==> config.mk <==
export PLATFORM = sky130hd
export DESIGN_NAME = branch_cmp_scheduler
export DESIGN_NICKNAME = d
export VERILOG_FILES = /design/src/rtl/branch_cmp_pkg.sv /design/src/rtl/rr_arb2.sv /design/src/rtl/branch_cmp_scheduler.sv
export SDC_FILE = /design/constraint.sdc
export NUM_CORES = 1
export LEC_CHECK = 0
export CAP_MARGIN = 40
export CELL_PAD_IN_SITES_DETAIL_PLACEMENT = 0
export CELL_PAD_IN_SITES_GLOBAL_PLACEMENT = 1
export CORE_MARGIN = 1.5
export CORE_UTILIZATION = 22
export CTS_CLUSTER_SIZE = 24
export DETAILED_ROUTE_END_ITERATION = 12
export PLACE_DENSITY = 0.95
export SYNTH_ARGS = -nofsm -noshare
export SYNTH_HDL_FRONTEND = slang
export SYNTH_SLANG_ARGS = --single-unit
==> constraint.sdc <==
create_clock -name clk -period 9.65 [get_ports clk]
set_clock_uncertainty 0.05 [all_clocks]
set_input_delay 2.4125 -clock clk [delete_from_list [all_inputs] [get_ports clk]]
set_output_delay 2.4125 -clock clk [all_outputs]
set_load 0.02 [all_outputs]
==> src/rtl/branch_cmp_pkg.sv <==
// Shared types for the branch compare scheduler: compare opcodes, the per-lane
// request bundle and the compare evaluation helper.
package branch_cmp_pkg;

  typedef enum logic [1:0] {
    CMP_RSV = 2'b00,
    CMP_LT  = 2'b01,
    CMP_LTU = 2'b10,
    CMP_EQ  = 2'b11
  } cmp_op_e;

  // Widest ROB tag the request bundle can carry; narrower tags are zero-extended.
  localparam int unsigned TAG_W_MAX = 16;
  localparam logic [15:0] STAT_MAX  = 16'hFFFF;

  typedef struct packed {
    logic [31:0]          a;
    logic [31:0]          b;
    cmp_op_e              op;
    logic                 inv;
    logic [TAG_W_MAX-1:0] tag;
  } cmp_req_t;

  // Returns {taken, err}; a reserved op never reports taken.
  function automatic logic [1:0] cmp_eval(input cmp_req_t r);
    logic raw;
    logic err;
    raw = 1'b0;
    err = 1'b0;
    case (r.op)
      CMP_EQ:  raw = (r.a == r.b);
      CMP_LT:  raw = ($signed(r.a) < $signed(r.b));
      CMP_LTU: raw = (r.a < r.b);
      default: err = 1'b1;
    endcase
    return {(err ? 1'b0 : (raw ^ r.inv)), err};
  endfunction

endpackage

==> src/rtl/rr_arb2.sv <==
// Two-requester round-robin grant: on contention the pointer lane wins,
// otherwise the single requester is granted.
module rr_arb2 (
  input  logic [1:0] req,
  input  logic       ptr,
  output logic [1:0] gnt
);

  always_comb begin
    // NOTE: assign a default before any conditional so no latch is inferred.
    gnt = req;
    if (req == 2'b11) gnt = ptr ? 2'b10 : 2'b01;
  end

endmodule

==> src/rtl/branch_cmp_scheduler.sv <==
// Two-lane branch compare scheduler sharing one 32-bit comparator, with a
// single-entry result register. Define BRANCH_CMP_STATS_EN for grant counters.
module branch_cmp_scheduler
  import branch_cmp_pkg::*;
#(
  parameter int unsigned TAG_W = 4
) (
  input  logic                  clk,
  input  logic                  rst,
  input  logic [1:0]            req_valid,
  output logic [1:0]            req_ready,
  input  logic [1:0][31:0]      req_a,
  input  logic [1:0][31:0]      req_b,
  input  logic [1:0][1:0]       req_op,
  input  logic [1:0]            req_inv,
  input  logic [1:0][TAG_W-1:0] req_tag,
  input  logic                  flush,
  output logic                  res_valid,
  input  logic                  res_ready,
  output logic                  res_taken,
  output logic [TAG_W-1:0]      res_tag,
  output logic                  res_lane,
  output logic                  res_err,
  output logic [15:0]           stat_cnt0,
  output logic [15:0]           stat_cnt1
);

  logic       ptr_q;
  logic [1:0] gnt;
  logic       can_load;
  logic [1:0] xfer;
  logic       fire;
  logic       sel_lane;
  cmp_req_t   sel;
  logic [1:0] cmp_res;
  logic       tag_hi_unused;

  rr_arb2 u_arb (
    .req (req_valid),
    .ptr (ptr_q),
    .gnt (gnt)
  );

  // A slot opens when the register is empty or being drained this cycle.
  assign can_load  = (!res_valid || res_ready) && !flush && !rst;
  assign req_ready = can_load ? gnt : 2'b00;
  assign xfer      = req_valid & req_ready;
  assign fire      = |xfer;
  assign sel_lane  = xfer[1];

  always_comb begin
    sel.a   = req_a[sel_lane];
    sel.b   = req_b[sel_lane];
    sel.op  = cmp_op_e'(req_op[sel_lane]);
    sel.inv = req_inv[sel_lane];
    sel.tag = TAG_W_MAX'(req_tag[sel_lane]);
  end

  assign cmp_res       = cmp_eval(sel);
  assign tag_hi_unused = ^sel.tag;

  always_ff @(posedge clk) begin
    // NOTE: state registers use non-blocking assignments only.
    if (rst) begin
      res_valid <= 1'b0;
      res_taken <= 1'b0;
      res_tag   <= '0;
      res_lane  <= 1'b0;
      res_err   <= 1'b0;
      ptr_q     <= 1'b0;
    end else if (fire) begin
      res_valid <= 1'b1;
      res_taken <= cmp_res[1];
      res_tag   <= sel.tag[TAG_W-1:0];
      res_lane  <= sel_lane;
      res_err   <= cmp_res[0];
      ptr_q     <= ~sel_lane;
    end else if (flush || res_ready) begin
      res_valid <= 1'b0;
    end
  end

`ifdef BRANCH_CMP_STATS_EN
  logic [15:0] cnt0_q;
  logic [15:0] cnt1_q;

  always_ff @(posedge clk) begin
    if (rst) begin
      cnt0_q <= '0;
      cnt1_q <= '0;
    end else begin
      if (xfer[0] && cnt0_q != STAT_MAX) cnt0_q <= cnt0_q + 16'd1;
      if (xfer[1] && cnt1_q != STAT_MAX) cnt1_q <= cnt1_q + 16'd1;
    end
  end

  assign stat_cnt0 = cnt0_q;
  assign stat_cnt1 = cnt1_q;
`else
  assign stat_cnt0 = '0;
  assign stat_cnt1 = '0;
`endif

endmodule

; ---- Word-level counts from Yosys, hierarchy flattened
; Cells that the tools add are included.
[classes]
eq_ne = 5
reduce_logical = 10
muxes = 18
bitwise_logic = 3
n_lt_le_gt_ge = 3
[op_table]
columns = cell, count
row1 = 2-to-1 mux 32 bit, 4
row2 = less-than comparator 32 bit, 2
row3 = equality test 32 bit, 1
row4 = 2-to-1 mux 2 bit, 5
row5 = 2-to-1 mux 4 bit, 2
row6 = equality test 2 bit (second input constant), 3
row7 = 2-to-1 mux 1 bit, 6
row8 = zero test 1 bit, 3
row9 = one-hot mux 1 bit (3 select lines), 1
row10 = OR reduction 3 bit, 1
row11 = bitwise AND 2 bit, 1
row12 = equality test 2 x 1 -> 1 bit (second input constant), 1
row13 = logical AND 1 bit, 2
row14 = logical OR 1 bit, 2
row15 = less-than comparator 1 x 2 -> 1 bit (second input constant), 1
row16 = nonzero test 2 bit, 1
row17 = OR reduction 2 bit, 1
row18 = inverter 1 bit, 1
row19 = XOR 1 bit, 1
[totals]
reg_bits = 9
in_bits = 148
wordCells = 45

; ---- Longest topological paths before layout
; Gate-level depths: netlist (run 1).
[logic_depth]
word_depth = 12
ltp_mapped = 16
ltp_nobuf = 13

; ---- Hierarchy
; Synthesis (run 1) repeated with hierarchy kept, for this count alone.
[unflattened]
cells_unflattened = 309
hier_area_um2 = 2145.8
[by_module_without_submodules]
columns = mod, cells_each, instances, area_each_um2
row1 = branch_cmp_scheduler, 306, 1, 2127.0
row2 = rr_arb2, 3, 1, 18.8

; ---- Least setup slack after synthesis (run 1)
; Ideal clock, no wire load.
[synth_path]
kind = input to output
from = input rst
to = output req_ready[1]
n_path_buf = 2
arrival_ns = 3.373
setup_slack_ns = 3.814
path_stages = 5
cell_sequence = buf_2 nor2_4 o2111ai_4 inv_2 clkbuf_1
[synth_via]
elab_chain_len = 3
[synth_lines]
columns = item, line_no
row1 = "start, declared", branch_cmp_scheduler.sv:9  ; input logic rst,
row2 = zero test 1 bit, branch_cmp_scheduler.sv:45  ; assign can_load = (!res_valid || res_ready) && !flush && !rst;
row3 = logical AND 1 bit, branch_cmp_scheduler.sv:45
row4 = 2-to-1 mux 2 bit, branch_cmp_scheduler.sv:46  ; assign req_ready = can_load ? gnt : 2'b00;
row5 = "end, declared", branch_cmp_scheduler.sv:11  ; output logic [1:0] req_ready,
; Every way passes these cells.

; ---- Final worst setup path (run 1)
[layout_path]
from = input rst
to = output req_ready[0]
; Same word-level chain as after synthesis.

==> impl_metrics.py, run 1 <==
metrics = {
    "status": {
        "status": "finished clean",
    },
    "setup_path": {
        "cp.required_ns": 7.19,
        "arrival_ns": 4.45,
        "endpoint_kind": "output port",
        "crit_fanout": 10,
        "cpMaxStageDelayCell": "clkdlybuf4s50_1",
        "crit_buf_inv": 2,
        "cp.depth": 5,
        "crit_path_frequent_cell": "clkdlybuf4s50_1",
        "worstSetupPathType": "input port to output port",
        "critPathLaunch": "rst",
        "max_stage_delay_ns": 0.71,
        "r2r_slack_ns": 5.96,
        "crit_family": "buffers and inverters",
        "cp-start-kind": "input port",
        "ff2ff_path_depth": 13,
        "r2r_start": "res_valid$_SDFFE_PP0P_",
        "path_cells": "clkdlybuf4s50_1, nor2_4, nand2_1, a211oi_4, clkdlybuf4s50_1",
    },
    "drt": {
        "dr.first_iter.drc_count": 43,
        "vias_per_cell": 4.24,
        "postRouteAntennaNets": 0,
        "wl_met1_um": 2850,
        "wl_met3_um": 511,
        "num_vias": 2470,
        "wirelength_um": 7080,
        "dr_wl_met2_um": 3620,
        "wl_per_cell_um": 12.2,
        "firstDrtPassIters": 4,
        "highest_layer": "met4",
        "drc": 0,
    },
    "placement": {
        "io_buffers": 157,
        "place_congestion": 0.766,
        "post-place-cells": 578,
        "dpl.hpwl_um": 5960,
    },
    "yosys": {
        "ys_seq_elements": 9,
        "yosys_most_used_dff": "dfxtp_1",
        "avgSynthCellArea_um2": 7.07,
        "async_reset_ff_frac": 0,
        "synth_area_mm2": 0.00214,
        "synth_edf_count": 0,
        "synth_cells": 303,
        "ys_seq_area_frac": 0.0841,
        "synth-warning-count": 0,
        "synth.distinct_cells": 41,
    },
    "sta": {
        "fin_crit_ns": 6.91,
        "finalCritPeriodShare": 0.716,
        "tightest_slew_ns": 0.908,
        "hold_violations": 0,
        "fmax_mhz": 145,
        "rsz0062_at_grt": "no",
        "drv_slew": 0,
        "slew_headroom": 0.395,
        "setup_tns_ns": 0,
        "setup_viol": 0,
    },
    "global_routing": {
        "grt_pass1_wl_um": 10500,
        "grt_pass1_vias": 2395,
        "gr-total-overflow": 0,
        "track_usage": 0.127,
        "grt_start_max_net_pins": 71,
        "antenna_found_initial": 0,
    },
    "cts": {
        "cts_setup_buffers": 0,
        "cts_tree": "built",
        "cts_hold_buf": 0,
        "cts_resized": 0,
        "insertion_delay_ns": 0.23,
        "cts.clk_slew.worst_paths_ns": 0.04,
        "clockBufferDepth": 2,
        "cts_max_level": 1,
        "cts_buffers": 3,
        "root_buffer": "clkbuf_8",
        "cts.sinks": 9,
    },
    "finish": {
        "antenna_cells": 0,
        "fin_nets": 634,
        "finalNonFillerCells": 582,
        "layout-drive-gt1-share": 0.0287,
        "syn_to_final_growth_pct": 75.5,
    },
    "die": {
        "io_pins": 190,
        "die_h_um": 102,
        "core_area_mm2": 0.00933,
        "initial_utilization": 0.230,
        "rows": 35,
        "dieArea_mm2": 0.0103,
        "die_w_um": 102,
    },
    "power_and_ir_drop": {
        "power.total_uw": 232,
        "power.leakage_nw": 1.60,
        "p_per_area_mw_per_mm2": 61.8,
        "ir_drop_v": 0.0000300,
    },
    "worst_hold_path": {
        "hold_path_class": "register to register",
        "min_from": "res_tag[3]$_SDFFE_PP0P_",
        "hold_depth": 2,
    },
    "flow_run": {
        "maxCapViolCount": 0,
    },
}
## cells in the mapped netlist (2+ instances only)
cell,n,share of area
nand4_1,3,0.0088
a221oi_1,2,0.0082
mux2i_1,37,0.17
nor3_1,3,0.0070
buf_4,32,0.11
inv_1,2,0.0035
dfxtp_1,9,0.084
clkbuf_1,7,0.012
a21oi_1,12,0.028
nand3_1,5,0.012
nor2_1,10,0.018
a211oi_1,3,0.011
and3_1,2,0.0058
o21ai_0,2,0.0047
ha_1,32,0.19
o31ai_1,2,0.0070
nand2_1,108,0.19
and4_1,5,0.020
buf_2,5,0.012
## final cells by class
class                           count  area [um2]
Fill cell                         974        5570
Multi-Input combinational cell    278        1780
Inverter                            3        11.3
Clock buffer                        4        45.0
Tap cell                          129         161
Timing Repair Buffer              159        1590
Sequential cell                     9         180
## state kept, by name (all words and copies together) (netlist names)
register / flops
ptr_q: 1
res_err: 1
res_lane: 1
res_tag: 4
res_taken: 1
res_valid: 1
## through the flow
step	setup WS, ns	util	hold WS [ns]	instance area [um2]
final	2.74	0.403	0.400	3760
after global routing	2.63	0.403	0.447	3760
after CTS	2.73	0.403	0.402	3760
after detailed placement	2.74	0.398	0.396	3720
after global placement	2.75	0.398	0.399	3720
after floorplan	3.81	-	0.483	2260
## cells in the final DEF, fill, tap and decap left out, drive strengths merged, types with 3 or more instances in the layout
cell type / n
a211oi: 4
a21oi: 12
a221oi: 3
and4: 5
clkbuf: 4
clkdlybuf4s50: 157
conb: 32
dfxtp: 9
ha: 32
inv: 3
mux2i: 37
nand2: 108
nand3: 5
nand4: 3
nor2: 11
nor3: 3
o21ai: 3
o31ai: 3
## where the power goes
part / switching, mW / internal (mW) / total [mW] / leakage [nW]
sequential: 0.00157 / 0.0398 / 0.0414 / 0.0736
combinational: 0.0615 / 0.0857 / 0.147 / 1.51
clock: 0.0150 / 0.0288 / 0.0438 / 0.0228
total: 0.0781 / 0.154 / 0.232 / 1.60
## routing by layer
| layer | up-vias | track usage |
|---|---|---|
| met5 | - | 0 |
| met1 | 1081 | 0.138 |
| li1 | 1285 | - |
| met4 | 0 | 0.0342 |
| met3 | 8 | 0.0214 |
| met2 | 96 | 0.250 |
## worst paths after layout
check	end
worst min-delay path	res_tag[3]$_SDFFE_PP0P_
worst min register to register	res_tag[3]$_SDFFE_PP0P_
worst max register to register	res_taken$_SDFFE_PP0P_
worst max-delay path	req_ready[0]
## worst register-to-register path: stages (launching register included)
cell and delay [ns]:
dfxtp_1 0.31, nand2b_1 0.16, o2111ai_4 0.15, inv_2 0.11, buf_4 0.71, mux2i_1 0.30
ha_1 0.27, a21o_1 0.18, a221o_1 0.35, a221oi_2 0.30, and3_1 0.21, o2111ai_1 0.14
and3_1 0.19, o31ai_2 0.15
## logic make-up after synthesis
logic type                 Yosys count  synth area share
muxes                               38             0.178
buffers and inverters               47             0.141
DFF                                  9            0.0841
AOI/OAI and AO/OA                   35             0.131
other                                1           0.00175
adders and majority gates           32             0.187
and+or+nand+nor                    141             0.277
No activity file was read; power rests on OpenSTA's default activity.
==> run 2, diff against run 1 <==
--- a/config.mk
+++ b/config.mk
@@ -9,10 +9,10 @@
 export CELL_PAD_IN_SITES_DETAIL_PLACEMENT = 0
 export CELL_PAD_IN_SITES_GLOBAL_PLACEMENT = 1
 export CORE_MARGIN = 1.5
-export CORE_UTILIZATION = 22
+export CORE_UTILIZATION = 20
 export CTS_CLUSTER_SIZE = 24
 export DETAILED_ROUTE_END_ITERATION = 12
-export PLACE_DENSITY = 0.95
+export PLACE_DENSITY = 0.88
 export SYNTH_ARGS = -nofsm -noshare
 export SYNTH_HDL_FRONTEND = slang
 export SYNTH_SLANG_ARGS = --single-unit
==> constraint.sdc (replaced) <==
create_clock -name clk -period 7 [get_ports clk]
set_clock_uncertainty 0.05 [all_clocks]
set_input_delay 1.75 -clock clk [delete_from_list [all_inputs] [get_ports clk]]
set_output_delay 1.75 -clock clk [all_outputs]
set_load 0.02 [all_outputs]
==> run 2 against run 1 <==
  * Register-to-register slack got worse by 2.4 ns
  * Combinational power rose by 39%
  * Clock power rose by 35%
  * Hold slack improved by 0.047 ns
  * Critical path type unchanged
  * Critical endpoint is now req_ready[1]
==> impl_metrics.py, run 2 (synthesis results as in run 1) <==
metrics = {
    "setup_path": {
        "r2r_start": "res_valid$_SDFFE_PP0P_",
        "r2r_slack_ns": 3.54,
        "arrival_ns": 3.87,
        "ff2ff_path_depth": 14,
        "endpoint_kind": "output port",
        "max_stage_delay_ns": 0.69,
        "crit_fanout": 36,
        "cp-start-kind": "input port",
        "cp.required_ns": 5.20,
        "critPathLaunch": "rst",
        "cpMaxStageDelayCell": "clkdlybuf4s50_1",
        "reg2reg_to": "res_taken$_SDFFE_PP0P_",
        "worstSetupPathType": "input port to output port",
        "crit_path_frequent_cell": "clkdlybuf4s50_1",
        "path_cells": "clkdlybuf4s50_1, nor2_4, o2111ai_4, inv_2, buf_4, clkdlybuf4s50_1",
    },
    "global_routing": {
        "gr-total-overflow": 0,
        "grt_pass1_vias": 2475,
        "grt_start_max_net_pins": 42,
        "track_usage": 0.122,
        "antenna_found_initial": 0,
        "grt_pass1_wl_um": 11200,
    },
    "sta": {
        "fmax_mhz": 176,
        "rsz0062_at_grt": "no",
        "fin_hold_ws_ns": 0.447,
        "finalCritPeriodShare": 0.810,
        "drv_slew": 0,
        "fin_crit_ns": 5.67,
        "setup_viol": 0,
        "tightest_slew_ns": 0.512,
        "slew_headroom": 0.657,
        "hold_violations": 0,
        "setup_tns_ns": 0,
    },
    "finish": {
        "n_fill_cell": 1115,
        "regArea_um2": 180,
        "fin_nets": 635,
        "final_cell_mix": "clkdlybuf4s50_1 (157), nand2_1 (108), mux2i_1 (37), ha_1 (32), conb_1 (32)",
        "final_common_cell": "clkdlybuf4s50_1",
        "syn_to_final_growth_pct": 76.3,
        "layout-drive-gt1-share": 0.0330,
        "multi_input_comb_area_mm2": 0.00178,
        "top_register": "res_tag",
        "antenna_cells": 0,
        "largest_register_ffs": 4,
    },
    "worst_hold_path": {
        "hold_depth": 2,
        "min_from": "res_tag[3]$_SDFFE_PP0P_",
        "hold_path_class": "register to register",
        "holdPathEnd": "res_tag[3]$_SDFFE_PP0P_",
    },
    "die": {
        "io_pins": 190,
        "rows": 37,
        "die_h_um": 107,
        "die_w_um": 107,
        "dieArea_mm2": 0.0113,
        "initial_utilization": 0.207,
        "core_area_mm2": 0.0104,
    },
    "drt": {
        "vias_per_cell": 4.24,
        "num_vias": 2501,
        "postRouteAntennaNets": 0,
        "dr.first_iter.drc_count": 63,
        "drc": 0,
        "wirelength_um": 7340,
        "firstDrtPassIters": 4,
        "wl_per_cell_um": 12.4,
    },
    "power_and_ir_drop": {
        "p_per_area_mw_per_mm2": 84.8,
        "ir_drop_v": 0.0000590,
        "power.leakage_nw": 1.61,
        "power.total_uw": 321,
    },
    "placement": {
        "dpl.hpwl_um": 6280,
        "place_congestion": 0.817,
        "io_buffers": 157,
    },
    "cts": {
        "cts_setup_buffers": 0,
        "cts_resized": 0,
        "cts.sinks": 9,
        "clockBufferDepth": 2,
        "root_buffer": "clkbuf_8",
        "cts.clk_slew.worst_paths_ns": 0.04,
        "cts_buffers": 3,
        "cts_hold_buf": 0,
        "cts_max_level": 1,
        "insertion_delay_ns": 0.23,
        "cts_tree": "built",
    },
    "flow_run": {
        "maxCapViolCount": 0,
    },
    "status": {
        "status": "finished clean",
    },
}
run 2: worst max path at each step:
stage | endpoint | slack (ns)
floorplan | res_taken$_SDFFE_PP0P_ | 2.32
global placement | req_ready[1] | 1.36
CTS | req_ready[1] | 1.30
global route | req_ready[1] | 1.19
finish | req_ready[1] | 1.33
detailed placement | req_ready[1] | 1.31
run 2: layout make-up:
cell class                      instances  area share
Timing Repair Buffer                  160       0.422
Clock inverter                          1     0.00132
Clock buffer                            3      0.0109
Multi-Input combinational cell        278       0.470
Tap cell                              136      0.0450
Inverter                                3     0.00298
Sequential cell                         9      0.0477
run 2: per-layer routing:
layer,vias up,wire length (um),GRT usage
met5,-,0,0
li1,1291,-,-
met2,92,3860,0.247
met4,0,66,0.0248
met3,6,412,0.0116
met1,1112,3000,0.135
run 2: worst max-delay path, delay by kind of cell:
kind                   cells  cell delay (ns)
buffers and inverters      4             1.76
AND/OR/NAND/NOR            1             0.21
AO/OA/AOI/OAI              1             0.14
run 2: report_power, final:
group          internal, mW  leakage, nW  switching (mW)
Clock                0.0388       0.0255          0.0203
Combinational         0.118         1.51          0.0861
Sequential           0.0548       0.0736         0.00240
run 2: metrics by stage:
step                instances  instance area, um2  setup WS, ns  utilization
detailed placement        586                3730          1.31        0.360
CTS                       590                3780          1.30        0.364
finish                    590                3780          1.33        0.364
global placement          586                3730          1.36        0.360
floorplan                 334                2260          2.32            -
global route              590                3780          1.19        0.364
==> run 3, diff against run 2 <==
==> constraint.sdc (replaced) <==
create_clock -name clk -period 5.8 [get_ports clk]
set_clock_uncertainty 0.05 [all_clocks]
set_input_delay 1.45 -clock clk [delete_from_list [all_inputs] [get_ports clk]]
set_output_delay 1.45 -clock clk [all_outputs]
set_load 0.02 [all_outputs]
==> run 3 against run 2 <==
  * Sequential cell count unchanged
  * Register-to-register slack got worse by 0.96 ns
  * Power is 23% higher
  * Sequential power is 20% higher
  * Largest cell class unchanged
  * Largest power group unchanged
==> impl_metrics.py, run 3 (synthesis results as in run 1) <==
metrics = {
    "finish": {
        "antenna_cells": 0,
        "largest_register_ffs": 4,
        "final_cell_mix": "clkdlybuf4s50_1 (157), nand2_1 (108), mux2i_1 (37), ha_1 (32), conb_1 (32)",
        "fin_nets": 638,
        "top_register": "res_tag",
        "final_common_cell": "clkdlybuf4s50_1",
        "layout-drive-gt1-share": 0.0372,
        "final_util": 0.369,
        "syn_to_final_growth_pct": 78.5,
    },
    "cts": {
        "cts_max_level": 1,
        "root_buffer": "clkbuf_8",
        "cts.clk_slew.worst_paths_ns": 0.04,
        "clockBufferDepth": 2,
        "cts_setup_buffers": 0,
        "cts_resized": 0,
        "cts.sinks": 9,
        "cts_buffers": 3,
        "insertion_delay_ns": 0.24,
        "cts_hold_buf": 0,
        "cts_tree": "built",
    },
    "global_routing": {
        "grt-busiest-layer": "met2",
        "track_usage": 0.130,
        "globalRouteMet2Util": 0.247,
        "grt_pass1_vias": 2562,
        "gr-total-overflow": 0,
        "grtUsageMet1": 0.149,
        "grt_start_max_net_pins": 42,
        "use_met3": 0.0227,
        "antenna_found_initial": 0,
        "grt_pass1_wl_um": 12000,
    },
    "status": {
        "status": "finished clean",
    },
    "drt": {
        "wirelength_um": 7520,
        "num_vias": 2515,
        "drc": 0,
        "vias_per_cell": 4.24,
        "wl_per_cell_um": 12.7,
        "firstDrtPassIters": 4,
        "dr.first_iter.drc_count": 88,
        "postRouteAntennaNets": 0,
    },
    "worst_hold_path": {
        "hold_path_class": "register to register",
        "hold_depth": 2,
    },
    "setup_path": {
        "cpMaxStageDelayCell": "clkdlybuf4s50_1",
        "cp.depth": 5,
        "endpoint_kind": "output port",
        "worstSetupPathType": "input port to output port",
        "crit_path_frequent_cell": "clkdlybuf4s50_1",
        "arrival_ns": 3.44,
        "path_cells": "clkdlybuf4s50_1, nor2_4, o2111ai_4, inv_2, clkdlybuf4s50_1",
        "max_stage_delay_ns": 0.68,
        "ff2ff_path_depth": 14,
        "crit_family": "buffers and inverters",
        "cp.required_ns": 4.30,
        "cp-start-kind": "input port",
        "crit_buf_inv": 3,
        "crit_fanout": 18,
    },
    "sta": {
        "fmax_mhz": 202,
        "hold_violations": 0,
        "rsz0062_at_grt": "no",
        "setup_viol": 0,
        "setup_tns_ns": 0,
        "finalCritPeriodShare": 0.852,
        "fin_hold_ws_ns": 0.416,
        "fin_crit_ns": 4.94,
        "drv_slew": 0,
    },
    "die": {
        "die_h_um": 107,
        "rows": 37,
        "initial_utilization": 0.207,
        "die_w_um": 107,
        "dieArea_mm2": 0.0113,
        "io_pins": 190,
        "core_area_mm2": 0.0104,
    },
    "placement": {
        "place_congestion": 0.752,
        "dpl.hpwl_um": 6430,
        "io_buffers": 157,
    },
    "flow_run": {
        "maxCapViolCount": 0,
    },
    "power_and_ir_drop": {
        "power.leakage_nw": 1.63,
        "ir_drop_v": 0.0000770,
        "p_per_area_mw_per_mm2": 103,
    },
}
run 3: changes by cell type in the layout (fill, tap and decap cells not counted):
| cell | previous run | this run |
|---|---|---|
| buf_4 | 3 | 4 |
| clkbuf_1 | 0 | 1 |
| buf_12 | 0 | 2 |
| clkinv_2 | 1 | 0 |
run 3: stage by stage:
step,power (mW),cells,worst slack (ns),cell area [um2]
final,0.393,593,0.860,3820
after global routing,0.426,593,0.736,3820
after CTS,0.398,593,0.840,3820
after detailed placement,0.320,589,0.787,3780
after global placement,0.316,589,0.858,3780
after floorplan,0.201,334,1.42,2260
run 3: final timing paths:
check,startpoint,endpoint,slack (ns)
setup / recovery,rst,req_ready[1],0.86
hold / removal,res_tag[3]$_SDFFE_PP0P_,res_tag[3]$_SDFFE_PP0P_,0.42
setup reg to reg,res_valid$_SDFFE_PP0P_,res_taken$_SDFFE_PP0P_,2.58
hold reg to reg,res_tag[3]$_SDFFE_PP0P_,res_tag[3]$_SDFFE_PP0P_,0.42
run 3: metal layers:
metal,part of all wire,vias up
met5,0,-
met4,0.0094,0
met3,0.063,7
met2,0.52,99
met1,0.41,1110
li1,-,1299
run 3: area by class of cell:
cell class | count | area, um2
Sequential cell | 9 | 180
Timing Repair Buffer | 163 | 1640
Clock buffer | 4 | 45.0
Tap cell | 136 | 170
Inverter | 3 | 11.3
Fill cell | 1097 | 6550
Multi-Input combinational cell | 278 | 1780
run 3: power breakdown:
part           switching (mW)  internal, mW  leakage (nW)
Sequential            0.00276        0.0662        0.0736
Clock                  0.0271        0.0481        0.0228
Combinational           0.104         0.145          1.54
run 3: worst register-to-register path, stage by stage (launching register included):
cell	delay, ns
dfxtp_1	0.30
nand2b_1	0.15
o2111ai_4	0.15
inv_2	0.34
buf_12	0.26
nand2_1	0.07
nand2_1	0.06
ha_1	0.24
a21o_1	0.18
a221o_1	0.35
a221oi_2	0.33
and3_1	0.20
o2111ai_1	0.12
and3_1	0.18
o31ai_2	0.16
